**src/rtl/div_pkg.sv**
```systemverilog
// Shared definitions for the multicycle divide sequencer.
package div_pkg;

   localparam int DIV_W = 32;

   typedef enum logic [1:0] {
      DIV_IDLE = 2'b00,
      DIV_BUSY = 2'b01,
      DIV_DONE = 2'b10
   } div_state_t;

   // Quotient reported for a divide by zero.
   localparam logic [DIV_W-1:0] DIV_ZERO_Q = '1;

endpackage

```
**src/rtl/div_sched_if.sv**
```systemverilog
// Execute-stage divide handshake: start/cancel request, operands, stall/valid and HI/LO results.
interface div_sched_if
   import div_pkg::*;
#(
   parameter int DATA_W = DIV_W
);
   logic              divE;
   logic              hassignE;
   logic              cancelE;
   logic [DATA_W-1:0] srcaE;
   logic [DATA_W-1:0] srcbE;
   logic              stall_divE;
   logic              div_validE;
   logic [DATA_W-1:0] hi_o;
   logic [DATA_W-1:0] lo_o;
   logic              busy;

   // Pipeline side: issues the divide and watches the stall/result.
   modport master (
      output divE, hassignE, cancelE, srcaE, srcbE,
      input  stall_divE, div_validE, hi_o, lo_o, busy
   );

   // Divider side.
   modport slave (
      input  divE, hassignE, cancelE, srcaE, srcbE,
      output stall_divE, div_validE, hi_o, lo_o, busy
   );
endinterface

```
**src/rtl/div_step.sv**
```systemverilog
// One radix-2 restoring divide iteration: shift {rem,quo} left, subtract divisor if it fits.
module div_step #(
   parameter int W = 32
) (
   input  logic [W-1:0] rem,
   input  logic [W-1:0] quo,
   input  logic [W-1:0] divisor,
   output logic [W-1:0] rem_next,
   output logic [W-1:0] quo_next
);
   logic [W:0] trial;
   logic [W:0] diff;
   logic       fits;

   // The trial value needs one extra bit; the difference's top bit is clear exactly when trial >= divisor.
   always_comb begin
      trial    = {rem, quo[W-1]};
      diff     = trial - {1'b0, divisor};
      fits     = ~diff[W];
      rem_next = fits ? diff[W-1:0] : trial[W-1:0];
      quo_next = {quo[W-2:0], fits};
   end
endmodule

```
**src/rtl/div_sched.sv**
```systemverilog
// Multicycle DIV/DIVU sequencer for the execute stage: stalls E until quotient/remainder are ready.
module div_sched
   import div_pkg::*;
#(
   parameter int DATA_W = DIV_W,
   parameter int CNT_W  = 5
) (
   input logic        clk,
   input logic        rst,
   div_sched_if.slave bus
);
   div_state_t        state;
   logic [CNT_W-1:0]  cnt;
   logic [DATA_W-1:0] rem, quo, dvsr;
   logic              qsign, rsign;
   logic [DATA_W-1:0] hi_r, lo_r;
   logic [DATA_W-1:0] rem_next, quo_next;
   logic [DATA_W-1:0] a_abs, b_abs;
   logic              start;

   div_step #(.W(DATA_W)) u_step (
      .rem      (rem),
      .quo      (quo),
      .divisor  (dvsr),
      .rem_next (rem_next),
      .quo_next (quo_next)
   );

   // Start decode and operand magnitudes; start is gated by reset so no stall is seen while held in reset.
   always_comb begin
      start = rst & (state == DIV_IDLE) & bus.divE & ~bus.cancelE;
      a_abs = (bus.hassignE && bus.srcaE[DATA_W-1]) ? -bus.srcaE : bus.srcaE;
      b_abs = (bus.hassignE && bus.srcbE[DATA_W-1]) ? -bus.srcbE : bus.srcbE;
   end

   assign bus.stall_divE = start | (state == DIV_BUSY);
   assign bus.div_validE = (state == DIV_DONE) & ~bus.cancelE;
   assign bus.busy       = (state != DIV_IDLE);
   assign bus.hi_o       = hi_r;
   assign bus.lo_o       = lo_r;

   // Sequencer FSM with iteration counter, operand/sign registers and sign-corrected result registers.
   always_ff @(posedge clk or negedge rst) begin
      if (!rst) begin
         state <= DIV_IDLE;
         cnt   <= '0;
         rem   <= '0;
         quo   <= '0;
         dvsr  <= '0;
         qsign <= 1'b0;
         rsign <= 1'b0;
         hi_r  <= '0;
         lo_r  <= '0;
      end else begin
         case (state)
            DIV_IDLE: begin
               if (start) begin
                  qsign <= bus.hassignE & (bus.srcaE[DATA_W-1] ^ bus.srcbE[DATA_W-1]);
                  rsign <= bus.hassignE & bus.srcaE[DATA_W-1];
                  rem   <= '0;
                  cnt   <= '0;
                  quo   <= a_abs;
                  dvsr  <= b_abs;
                  if (bus.srcbE == '0) begin
                     hi_r  <= bus.srcaE;
                     lo_r  <= DIV_ZERO_Q;
                     state <= DIV_DONE;
                  end else begin
                     state <= DIV_BUSY;
                  end
               end
            end
            DIV_BUSY: begin
               if (bus.cancelE) begin
                  state <= DIV_IDLE;
               end else begin
                  rem <= rem_next;
                  quo <= quo_next;
                  cnt <= cnt + 1'b1;
                  // Results are taken straight from the final iteration so they land with the DONE transition.
                  if (cnt == CNT_W'(DATA_W - 1)) begin
                     hi_r  <= rsign ? -rem_next : rem_next;
                     lo_r  <= qsign ? -quo_next : quo_next;
                     state <= DIV_DONE;
                  end
               end
            end
            DIV_DONE: state <= DIV_IDLE;
            default:  state <= DIV_IDLE;
         endcase
      end
   end
endmodule

```
**src/flat_wrapper.sv**
```systemverilog
// flat-port wrapper written by rule: the top's interface ports become plain ports
module div_sched_flat import div_pkg::*;
#(
   parameter int DATA_W = DIV_W,
   parameter int CNT_W  = 5
)
  (clk, rst, bus_divE, bus_hassignE, bus_cancelE, bus_srcaE, bus_srcbE, bus_stall_divE, bus_div_validE, bus_hi_o, bus_lo_o, bus_busy);
  div_sched_if #(.DATA_W(DATA_W)) bus_i ();
  input logic clk;
  input logic rst;
  input wire logic [$bits(bus_i.divE)-1:0] bus_divE;
  input wire logic [$bits(bus_i.hassignE)-1:0] bus_hassignE;
  input wire logic [$bits(bus_i.cancelE)-1:0] bus_cancelE;
  input wire logic [$bits(bus_i.srcaE)-1:0] bus_srcaE;
  input wire logic [$bits(bus_i.srcbE)-1:0] bus_srcbE;
  output wire logic [$bits(bus_i.stall_divE)-1:0] bus_stall_divE;
  output wire logic [$bits(bus_i.div_validE)-1:0] bus_div_validE;
  output wire logic [$bits(bus_i.hi_o)-1:0] bus_hi_o;
  output wire logic [$bits(bus_i.lo_o)-1:0] bus_lo_o;
  output wire logic [$bits(bus_i.busy)-1:0] bus_busy;
  assign bus_i.divE = bus_divE;
  assign bus_i.hassignE = bus_hassignE;
  assign bus_i.cancelE = bus_cancelE;
  assign bus_i.srcaE = bus_srcaE;
  assign bus_i.srcbE = bus_srcbE;
  assign bus_stall_divE = bus_i.stall_divE;
  assign bus_div_validE = bus_i.div_validE;
  assign bus_hi_o = bus_i.hi_o;
  assign bus_lo_o = bus_i.lo_o;
  assign bus_busy = bus_i.busy;
  div_sched #(.DATA_W(DATA_W), .CNT_W(CNT_W)) u_core (.clk(clk), .rst(rst), .bus(bus_i));
endmodule
```
**config.mk**
```make
export PLATFORM = sky130hd
export DESIGN_NAME = div_sched_flat
export DESIGN_NICKNAME = d
export VERILOG_FILES = /design/src/rtl/div_pkg.sv /design/src/rtl/div_sched_if.sv /design/src/rtl/div_step.sv /design/src/rtl/div_sched.sv /design/src/flat_wrapper.sv
export SDC_FILE = /design/constraint.sdc
export NUM_CORES = 1
export LEC_CHECK = 0
export BUFFER_PORTS_ARGS = -buffer_cell sky130_fd_sc_hd__buf_2
export CAP_MARGIN = 20
export CORE_MARGIN = 2
export CORE_UTILIZATION = 33
export CTS_BUF_LIST = sky130_fd_sc_hd__clkbuf_2
export DETAILED_ROUTE_END_ITERATION = 10
export SYNTH_ARGS = -nofsm -noshare
export SYNTH_HDL_FRONTEND = slang
export SYNTH_SLANG_ARGS = --single-unit
```
**constraint.sdc**
```tcl
create_clock -name clk -period 6.25 [get_ports clk]
set_clock_uncertainty 0.2 [all_clocks]
set_input_delay 0.3125 -clock clk [delete_from_list [all_inputs] [get_ports clk]]
set_output_delay 0.3125 -clock clk [all_outputs]
set_load 0.01 [all_outputs]
```
==> results of run 1 <==
==> per-stage QoR <==
step                std cells  setup slack [ns]  cell area [um2]
CTS                      2197             1.246            14580
floorplan                1538             1.245            12300
detailed placement       2063             1.283            13300
finish                   2198             1.246            14580
global route             2198            0.9067            14580
global placement         2063             1.356            13300
==> final cells by class <==
cell class,instances,area share [%]
Multi-Input combinational cell,1227,51.46
Sequential cell,169,29.00
Timing Repair Buffer,252,12.59
Tap cell,468,4.016
Inverter,50,1.313
Clock inverter,13,0.9868
Clock buffer,18,0.6178
Antenna cell,1,0.01716
==> logic make-up (layout without fill, tap and decap cells) <==
| kind of cell | Yosys count | after routing | synth area share, % |
|---|---|---|---|
| compound gates | 489 | 489 | 24.44 |
| xor+xnor | 135 | 135 | 9.610 |
| fa+ha+maj | 39 | 39 | 4.027 |
| buf+inv | 142 | 333 | 4.820 |
| flops | 169 | 169 | 34.37 |
| mux | 25 | 25 | 2.044 |
| other cells | 0 | 1 | 0 |
| simple gates | 539 | 539 | 20.69 |
==> layer usage <==
metal / global-route usage, % / vias to the layer above / part of all wire (%)
met5: 0 / - / 0
met3: 2.851 / 35 / 4.6
met4: 4.372 / 0 / 1.4
met1: 26.70 / 5417 / 49
li1: - / 5846 / -
met2: 30.41 / 260 / 45
==> worst max-delay path: stages (launching register included) <==
cell       delay, ns
dfrtp_1         0.43
inv_1           0.07
ha_1            0.22
fa_1            0.40
nand2b_1        0.21
a21oi_2         0.31
o2111ai_4       0.20
a21o_1          0.21
o211a_1         0.18
inv_4           0.24
ha_1            0.22
nand2_1         0.09
or4_1           0.57
nand2b_1        0.26
or4_1           0.54
o31ai_1         0.26
xor2_1          0.17
a21oi_1         0.08
==> sequential cells by signal (all words and copies together) (netlist names) <==
name	count
u_core.bus.lo_o	32
u_core.qsign	1
u_core.cnt	5
u_core.rem	32
u_core.dvsr	32
u_core.rsign	1
u_core.bus.hi_o	32
u_core.state	2
u_core.quo	32
==> power by group through the flow <==
stage | clock (mW) | combinational (mW) | sequential, mW
after global routing | 0.686 | 4.57 | 1.88
final | 0.622 | 4.10 | 1.83
after CTS | 0.646 | 4.07 | 1.82
after floorplan | 0 | 2.95 | 1.82
after global placement | 0 | 3.95 | 1.84
after detailed placement | 0 | 3.99 | 1.85
==> path summary, 6_finish.rpt <==
check,startpoint,endpoint
setup / recovery,u_core.quo[31],u_core.bus.lo_o[28]
hold / removal,bus_srcaE[9],u_core.bus.hi_o[9]
setup reg to reg,u_core.quo[31],u_core.bus.lo_o[28]
hold reg to reg,u_core.dvsr[22],u_core.dvsr[22]
max in group asynchronous,rst,u_core.rem[22]
min in group asynchronous,rst,u_core.bus.hi_o[14]
==> cells in the final DEF (no fill, tap or decap), types with 4 or more instances in the layout <==
cell,n
a21o_1,10
or4_1,12
xnor2_1,64
and3_1,17
a21oi_1,152
nand3_1,54
dlygate4sd3_1,102
nand2b_1,8
nand2_1,174
clkbuf_2,18
a211oi_1,10
nand4_1,8
ha_1,38
inv_6,4
buf_4,14
nor2b_1,4
o21ai_1,7
o21a_1,16
o211ai_1,11
or3_1,13
nor4_1,17
nand3b_1,7
mux2i_1,24
buf_2,134
o31ai_1,16
a41oi_1,4
a31oi_1,41
clkinvlp_4,4
dfrtp_1,169
nor2_1,155
xor2_1,71
inv_1,48
o221ai_1,4
o41ai_1,9
o21ai_0,165
nor3_1,31
and2_1,9
==> flow_summary.ini, run 1 <==
[outcome]
outcome = complete, no violations

[yosys]
most_frequently_used_cell_type_in_the_post_synthesis_netlist = nand2_1
ys_ff_latch = 169
net_count_of_the_mapped_netlist = 1646
synth_area_um2 = 12300
synthesis_warnings = 0
synth_top_cell_by_area = dfrtp_1
synth_flop_cell = dfrtp_1
post_synth_most_frequent_cells = nand2_1 (174), dfrtp_1 (169), o21ai_0 (165)
seq_area_frac_synth_pct = 34.37
syn_avg_cell_area_um2 = 8.000
async_reset_ff_share_pct = 100.0
post_synth_main_area_contributors = dfrtp_1 (34%), o21ai_0 (6.7%), a21oi_1 (6.2%), nand2_1 (5.3%), xor2_1 (5.1%)
synth_edf_count = 0
synth.top_cell.area_share_pct = 34.37
yosys.cell_types.count = 84
postSynthCellCount = 1538

[worst_setup_path]
worst_ep_required_time_ns = 6.78
critical_path_class = register to register
crit_fanout = 25
critPathLaunchType = register
worstRegToRegCells = 17
regToRegSetupSlack_ns = 1.25
critical_path_arrival_ns = 5.54
crit_path_end_kind = register

[clocking]
cts_htree_levels = 4
clk_path_buf_depth = 2
numCtsBuffers = 17
clock_latency_ns = 0.83
postCtsHoldBufs = 103
ctsRootBufferMaster = clkbuf_2
cts.repair.resized = 0
cts_setup_buffers = 0
clock_sink_count = 169
clk_pin_slew_ns = 0.27
tritoncts = yes

[pwr]
peakVddDrop_uv = 164.4
switching_power_mw = 3.301
comb_power_share_pct = 62.6
internal_power_mw = 3.246
pwr_density_cell_nw_per_um2 = 449.0
sequentialPowerShare_pct = 27.9
p_sw_share_pct = 50.42
power.leakage_nw = 6.179
clock_power_share_pct = 9.5
design_power_total_mw = 6.548

[global_routing]
track_usage_pct = 18.89
pin_count_of_the_biggest_net_entering_global_routing = 95
grt_first_pass_wirelength_um = 59150
antenna_found_initial = 1
first_global_vias = 11065
globalRoute.totalOverflow = 0

[drt]
route.final.wire_length_um = 36290
vias = 11558
drt_pre_antenna_iters = 5
route.antenna.remaining_nets = 0
detailedRoute.firstIterationViolations = 681
drt-vias-per-instance = 5.258
drc = 0
routedWlPerCell_um = 16.51

[sta]
final_period_utilization_pct = 80.06
timing.fmax_mhz = 199.9
finalHoldViolations = 0
grt_setup_unrepaired = false
slew_headroom_pct = 38.30
fin_worst_hold_slack_ns = 0.09345
report.final.slew_viol_count = 0
setup-tns-final_ns = 0
fin_crit_ns = 5.004
setup-violations-final = 0
max_slew.worst_pin.slew_ns = 0.9254

[floorplanning]
rows = 70
floorplan.die.width_um = 197.1
io-pin-count = 136
chipHeight_um = 197.1
core_um2 = 36700
dieArea_um2 = 38850
initial_core_util_pct = 33.53

[min_path]
hp-class = input pin to register
min_delay_path_depth = 4

[layout]
seq_cell_area_um2 = 4229
postLayoutCoreUtil_pct = 39.73
areaGrowthSynthToFinish_pct = 18.51
fillers = 3765
area_used_by_multi_input_combinational_logic_um2 = 7503
layout_cells_sized_above_1_pct = 13.13
nNetsFinal = 1825

[place]
place.port_buffers = 135
globalplace.congestion = 0.8758
hpwlAfterDp_um = 27480

[flow_run]
maxCapViolCount = 0
Note: power is estimated with default switching activity, not from simulation.
==> run 2: changes to the inputs <==
==> constraint.sdc (replaced) <==
create_clock -name clk -period 4.3 [get_ports clk]
set_clock_uncertainty 0.2 [all_clocks]
set_input_delay 0.215 -clock clk [delete_from_list [all_inputs] [get_ports clk]]
set_output_delay 0.215 -clock clk [all_outputs]
set_load 0.01 [all_outputs]
==> flow_summary.ini, run 2 (same netlist as run 1, synthesis figures left out) <==
[outcome]
outcome = complete, no violations

[drt]
vias = 12009
drt_pre_antenna_iters = 8
detailedRoute.firstIterationViolations = 783
drc = 0
route.final.wire_length_um = 37040
routedWlPerCell_um = 16.31
route.antenna.remaining_nets = 0
drt-vias-per-instance = 5.288

[worst_setup_path]
critPathLaunchType = register
crit_fanout = 7
critical_path_arrival_ns = 4.76
worstRegToRegCells = 18
critPathSlowestCell = dfrtp_1
r2r-end = u_core.bus.lo_o[28]
crit_path_end_kind = register
critical_path.max_stage_delay_ns = 0.46
path_delay_family = simple AND/OR/NAND/NOR gates
path_buf_inv = 3
worst_ep_required_time_ns = 4.83
path_cells = inv_2 > ha_4 > fa_2 > nand2b_4 > a21oi_4 > o2111ai_4 > a21o_1 > o211a_4 > clkinv_4 > buf_12 > ha_4 > nand2_2 > or4_4 > nand2b_4 > or4_4 > o31ai_4 > xor2_1 > a21oi_1
regToRegSetupSlack_ns = 0.07
worstReg2RegStart = u_core.quo[31]
critical_path_class = register to register

[layout]
leading_cell_types_in_the_layout_fill_and_taps_excluded = nand2_1 (173), dfrtp_1 (168), o21ai_0 (163)
nNetsFinal = 1897
mostFrequentLayoutCell = nand2_1
layout_cells_sized_above_1_pct = 16.04
areaGrowthSynthToFinish_pct = 25.33

[clocking]
clock_latency_ns = 0.84
tritoncts = yes
ctsRootBufferMaster = clkbuf_2
clk_path_buf_depth = 2
clk_pin_slew_ns = 0.33
clock_sink_count = 169
numCtsBuffers = 17
cts_htree_levels = 4

[floorplanning]
io-pin-count = 136
chipHeight_um = 197.1
dieArea_um2 = 38850
floorplan.die.width_um = 197.1
rows = 70
core_um2 = 36700
initial_core_util_pct = 33.53

[min_path]
min_delay_path_depth = 4
hp-class = input pin to register
hold_path_startpoint = bus_srcaE[27]
whs_endpoint = u_core.bus.hi_o[27]

[pwr]
pwr_density_cell_nw_per_um2 = 652.9
switching_power_mw = 5.041
peakVddDrop_uv = 291.7
sequentialPowerShare_pct = 26.6
comb_power_share_pct = 64.0
p_sw_share_pct = 50.07
internal_power_mw = 5.027
clock_power_share_pct = 9.4
power.leakage_nw = 6.556

[global_routing]
globalRoute.totalOverflow = 0
pin_count_of_the_biggest_net_entering_global_routing = 134
first_global_vias = 11331
track_usage_pct = 19.14
grt_first_pass_wirelength_um = 59920
antenna_found_initial = 1

[sta]
report.final.slew_viol_count = 0
setup-tns-final_ns = 0
layout_setup_ws_ns = 0.07075
slew_headroom_pct = 33.87
grt_setup_unrepaired = true
timing.fmax_mhz = 236.4
finalHoldViolations = 0
fin_worst_hold_slack_ns = 0.06463
fin_crit_ns = 4.229
final_period_utilization_pct = 98.35
setup-violations-final = 0
max_slew.worst_pin.slew_ns = 0.9920

[place]
place.port_buffers = 135
hpwlAfterDp_um = 27590
placement.setup.worst_slack_ns = 0.1028
globalplace.congestion = 0.8959

[flow_run]
maxCapViolCount = 0
[run 2: cell count changes in the layout (fill, tap and decap cells not counted), sizes merged]
cell	previous run	this run
clkinv	4	5
buf	150	188
clkinvlp	4	1
dlygate4sd3	102	136
clkbuf	18	17
inv	53	58
bufinv	2	1
[run 2: per-layer routing]
layer	wire [um]	GRT usage, %	vias up
met1	18370	27.18	5683
li1	-	-	5999
met3	1554	2.612	35
met5	0	0	-
met2	16660	30.96	292
met4	459	4.288	0
[run 2: power by group through the flow]
stage                     Combinational (mW)  Clock (mW)  Sequential (mW)
final                                   6.44       0.949             2.68
after global routing                    7.11        1.05             2.75
after CTS                               6.24       0.977             2.67
after detailed placement                6.10           0             2.70
after global placement                  6.04           0             2.68
after floorplan                         4.37           0             2.64
[run 2: area by class of cell]
class	instances	area, um2
inverters	50	193.9
fillers	3746	21280
clock inverters	15	171.4
clock buffers	17	85.08
diodes	1	2.502
multi-input cells	1227	7657
repair buffers	324	2495
flip-flops and latches	169	4230
well taps	468	585.6
[run 2: worst max-delay path by stage]
stage / cells after the start / slack [ns] / to / start
finish: 18 / 0.07 / u_core.bus.lo_o[28] / u_core.quo[31]
global route: 18 / -0.04 / u_core.bus.lo_o[28] / u_core.quo[31]
CTS: 17 / 0.02 / u_core.bus.lo_o[28] / u_core.quo[31]
detailed placement: 15 / 0.10 / u_core.bus.lo_o[28] / u_core.rem[4]
global placement: 16 / 0.14 / u_core.bus.lo_o[28] / u_core.rem[18]
floorplan: 21 / -0.0008 / u_core.bus.lo_o[28] / u_core.quo[31]
[run 2: worst reg2reg max path: cells and delay by family (launching register included)]
kind	cells	cell delay (ns)
compound gates	6	1.11
buf+inv	3	0.27
simple gates	5	1.27
flops	1	0.46
fa+ha+maj	3	0.67
xor+xnor	1	0.16
[run 2: through the flow]
stage                     std cells  instance area (um2)  total power [mW]  utilization, %
after CTS                      2266                15290             9.886           41.66
after global placement         2098                13660             8.721           37.22
after floorplan                1538                12400             7.012               -
after global routing           2271                15420             10.91           42.02
after detailed placement       2098                13660             8.801           37.22
final                          2271                15420             10.07           42.02
[run 2: what timing repair did]
item,in CTS,in global routing
hold buffers,136,1
hold endpoints to repair,286,1
pin swaps,1,2
setup endpoints to repair,1,15
setup buffers,0,3
resized for setup,0,17
